===== src/rtl/branch_control.sv =====
// Branch resolution: funct3 + ALU flags -> taken decision, plus stats.
// Ports: clk, rst, B_control, Z/O/C/Nflag, Branch -> BranchTaken(_q),
//        branch_illegal, branch_count, taken_count.
module branch_control (
    input  logic        clk,
    input  logic        rst,
    input  logic [2:0]  B_control,
    input  logic        Zflag,
    input  logic        Oflag,
    input  logic        Cflag,
    input  logic        Nflag,
    input  logic        Branch,
    output logic        BranchTaken,
    output logic        BranchTaken_q,
    output logic        branch_illegal,
    output logic [31:0] branch_count,
    output logic [31:0] taken_count
);

    logic        cond;
    logic        reserved;
    logic [31:0] branch_count_d;
    logic [31:0] taken_count_d;

    always_comb begin
        cond = 1'b0;
        case (B_control)
            3'b000:  cond = Zflag;
            3'b001:  cond = ~Zflag;
            3'b100:  cond = Nflag ^ Oflag;
            3'b101:  cond = ~(Nflag ^ Oflag);
            3'b110:  cond = ~Cflag;
            3'b111:  cond = Cflag;
            default: cond = 1'b0;
        endcase
    end

    assign reserved       = (B_control == 3'b010) | (B_control == 3'b011);
    assign BranchTaken    = Branch & cond;
    assign branch_illegal = Branch & reserved;

    // Next-count nets kept separate from the registers.
    assign branch_count_d = branch_count + {31'd0, Branch};
    assign taken_count_d  = taken_count + {31'd0, BranchTaken};

    always_ff @(posedge clk) begin
        if (rst) begin
            BranchTaken_q <= 1'b0;
            branch_count  <= 32'd0;
            taken_count   <= 32'd0;
        end else begin
            BranchTaken_q <= BranchTaken;
            branch_count  <= branch_count_d;
            taken_count   <= taken_count_d;
        end
    end

endmodule


===== config.mk =====
export PLATFORM = sky130hd
export DESIGN_NAME = branch_control
export DESIGN_NICKNAME = d
export VERILOG_FILES = /design/src/rtl/branch_control.sv
export SDC_FILE = /design/constraint.sdc
export NUM_CORES = 1
export LEC_CHECK = 0
export CELL_PAD_IN_SITES_DETAIL_PLACEMENT = 0
export CELL_PAD_IN_SITES_GLOBAL_PLACEMENT = 2
export CORE_MARGIN = 2
export CORE_UTILIZATION = 25
export CTS_CLUSTER_SIZE = 16
export DETAILED_ROUTE_END_ITERATION = 12
export HOLD_SLACK_MARGIN = 0.15
export PLACE_DENSITY = 0.76
export SLEW_MARGIN = 20
export SYNTH_ARGS = -nofsm -noshare
export SYNTH_HDL_FRONTEND = slang
export SYNTH_SLANG_ARGS = --single-unit

===== constraint.sdc =====
create_clock -name clk -period 3.4 [get_ports clk]
set_clock_uncertainty 0.05 [all_clocks]
set_input_delay 0.51 -clock clk [delete_from_list [all_inputs] [get_ports clk]]
set_output_delay 0.51 -clock clk [all_outputs]
set_load 0.1 [all_outputs]

==> flow_summary.json <==
{
  "drt_wl_total_mm": 8.62,
  "timing.hold.ws_ns": 0.434,
  "antenna_left": 0,
  "worstMarginPinSlew_ns": 0.988,
  "timing.final.crit_period_ns": 3.20,
  "setup_ws_ns": 0.196,
  "overflow": 0,
  "remaining_drc_errors": 0,
  "critical_path_required_ns": 3.60,
  "power.density_nw_per_um2": 432,
  "r2r_cells": 6,
  "synthToLayoutAreaGrowth_pct": 40.7,
  "hold_class": "reg -> reg",
  "max_cap_violations": 0,
  "syn-instance-count": 363,
  "numPortBuffers": 76,
  "vias_per_cell": 5.05,
  "setup_viol": 0,
  "r2r_slack_ns": 0.93,
  "rows": 40,
  "dpl.hpwl_mm": 6.17,
  "yosys.cell_types.count": 34,
  "cts_sinks": 65,
  "maxSlewHeadroom_pct": 33.9,
  "numCtsBuffers": 9,
  "r2r_start": "branch_count[0]",
  "vdd_drop_max_v": 0.000197,
  "whs_endpoint": "taken_count[31]",
  "clk_pin_slew_worst_paths_ns": 0.06,
  "cts_tree": "built",
  "clk_latency_ns": 0.32,
  "postSynthAreaPerCell_um2": 8.50,
  "p_total_uw": 1880,
  "clockRootBuffer": "clkbuf_16",
  "r2r_end": "branch_count[30]",
  "cp-start-kind": "input port",
  "layout-drive-gt1-share_pct": 13.1,
  "die-area_um2": 13200,
  "die_w_um": 115,
  "syn_nets": 377,
  "wl_per_cell_um": 14.5,
  "cts_setup_buffers": 0,
  "finalMaxSlewViolations": 0,
  "critical_path_class": "in -> reg",
  "die_h_um": 115,
  "yosys_warnings": 0,
  "cts_buffer_depth": 2,
  "min_from": "taken_count[31]",
  "grt_pass1_vias": 2878,
  "arrival_ns": 3.41,
  "grt_pass1_wl_mm": 14.1,
  "num_vias": 3007,
  "leakage_uw": 0.00143,
  "whs_path_depth": 2,
  "outcome": "finished, final reports clean",
  "first_iter_violations": 73,
  "grt_start_max_net_pins": 36,
  "antenna_found_initial": 0,
  "critPathMaxFanout": 11,
  "floorplan.initialDensity_pct": 25.7,
  "insertedDiodeCount": 0,
  "drtPass1Iterations": 4,
  "coreArea_um2": 12000,
  "finalCritPeriodShare_pct": 94.2,
  "pre_cts_ws_ns": -0.166,
  "grt_use_total_pct": 13.4,
  "synth.cell_area_um2": 3090,
  "fmax_ghz": 0.312,
  "final_nets": 460,
  "synth-seq-cells": 65,
  "io_pins": 77,
  "h-tree-depth": 3,
  "crit_path_end_kind": "flip-flop",
  "synth-seq-area-share_pct": 42.2,
  "hold_viol_final": 0,
  "place_congestion": 0.756
}
## cells by family (layout without fill, tap and decap cells)
kind of cell    count (synthesis)  count (layout)  synth area share, %
buf+inv                        27             113                 3.41
compound gates                 71              71                 13.9
flops                          65              65                 42.2
fa+ha+maj                       4               4                 1.62
xor+xnor                       26              26                 7.38
simple gates                  167             167                 30.4
mux                             3               3                 1.09
## Yosys cell counts
cell       count  area (um^2)
dfxtp_1       65         1300
a21oi_1       31          155
nor2_1        27          101
nand2_1       22         82.6
nand3_1       22          110
or4_1         22          165
nand4_1       19          119
o31ai_1       17          128
xnor2_1       17          149
o21ai_0       14         70.1
or3_1         12         75.1
clkbuf_1      11         41.3
nor3_1        10         50.1
and4_1         9         78.8
inv_1          9         33.8
xor2_1         9         78.8
nor2b_1        7         43.8
nor4_1         7         43.8
and3_1         4         25.0
buf_1          4         15.0
ha_1           4         50.1
buf_2          3         15.0
mux2_2         3         33.8
o21a_1         3         22.5
and2_1         2         12.5
nand3b_1       2         15.0
a21bo_2        1         10.0
and3b_1        1         8.76
o2111ai_1      1         8.76
o211a_1        1         10.0
o311ai_0       1         8.76
o32ai_1        1         8.76
o41ai_1        1         8.76
or2_2          1         6.26
## cell usage in the layout, fill, tap and decap left out, types with 2 or more instances in the layout
cell type,synthesis,layout
o31ai_1,17,16
mux2_2,3,3
a21oi_1,31,31
inv_1,9,9
buf_4,0,36
and3_1,4,4
xnor2_1,17,17
or4_1,22,22
nor2_1,27,27
clkbuf_8,0,2
xor2_1,9,9
or3_1,12,12
nand3_1,22,22
dfxtp_1,65,65
o21ai_0,14,14
nand2_1,22,22
nor2b_1,7,7
nand3b_1,2,2
nand4_1,19,19
nor3_1,10,10
clkbuf_16,0,9
o21a_1,3,2
and4_1,9,9
clkdlybuf4s50_1,0,53
nor4_1,7,7
bufinv_16,0,2
and2_1,2,2
ha_1,4,4
## where the power goes
group | internal [uW] | total [uW] | switching, uW
Sequential | 767 | 771 | 4.39
Combinational | 31.2 | 107 | 75.6
Clock | 672 | 998 | 326
Total | 1470 | 1880 | 406
## sequential cells by signal, indices dropped and copies added (netlist names)
| name | cells |
|---|---|
| taken_count | 32 |
| BranchTaken_q | 1 |
| branch_count | 32 |
## worst max path at each step
stage | startpoint | end | slack [ns] | depth (start not counted)
6_report | Nflag | taken_count[28] | 0.20 | 12
3_5_place_dp | B_control[0] | taken_count[24] | -0.17 | 11
2_1_floorplan | Oflag | taken_count[26] | 0.02 | 10
3_3_place_gp | Oflag | taken_count[24] | -0.11 | 11
4_1_cts | B_control[0] | taken_count[24] | 0.18 | 11
5_1_grt | Nflag | taken_count[30] | -0.01 | 12
## cell type report
type	count	area, um^2
inverter	9	33.8
sequential	65	1300
fill	1260	7670
tap	147	184
clock inverter	3	65.1
timing repair buffer	90	806
multi-input combinational	271	1700
clock buffer	11	253
## metrics by stage
stage | instances | TNS [ns] | area, um^2 | util (%)
after floorplan | 363 | 0 | 3090 | -
after global placement | 582 | -0.698 | 4010 | 33.4
after detailed placement | 582 | -1.11 | 4010 | 33.4
after CTS | 596 | 0 | 4330 | 36.0
after global routing | 596 | -0.0157 | 4340 | 36.1
final | 596 | 0 | 4340 | 36.1
## per-layer routing
layer | part of all wire (%) | up-vias | global-route usage [%]
li1 | - | 1520 | -
met1 | 51 | 1424 | 18.8
met2 | 43 | 55 | 19.3
met3 | 4.8 | 8 | 4.11
met4 | 1.5 | 0 | 5.30
met5 | 0 | - | 0
## critical path: stages
cell,delay (ns)
clkdlybuf4s50_1,0.47
xor2_1,0.23
o2111ai_1,0.16
o31ai_2,0.11
o21a_4,0.19
ha_1,0.17
ha_1,0.17
nand2_1,0.07
or4_1,0.50
buf_4,0.18
or4_1,0.50
a21oi_1,0.14
## what timing repair did
item / CTS / global route
gates resized for setup: 0 / 2
setup endpoints to repair: 0 / 4
hold buffers: 0 / 0
Note: power is estimated with default switching activity, not from simulation.
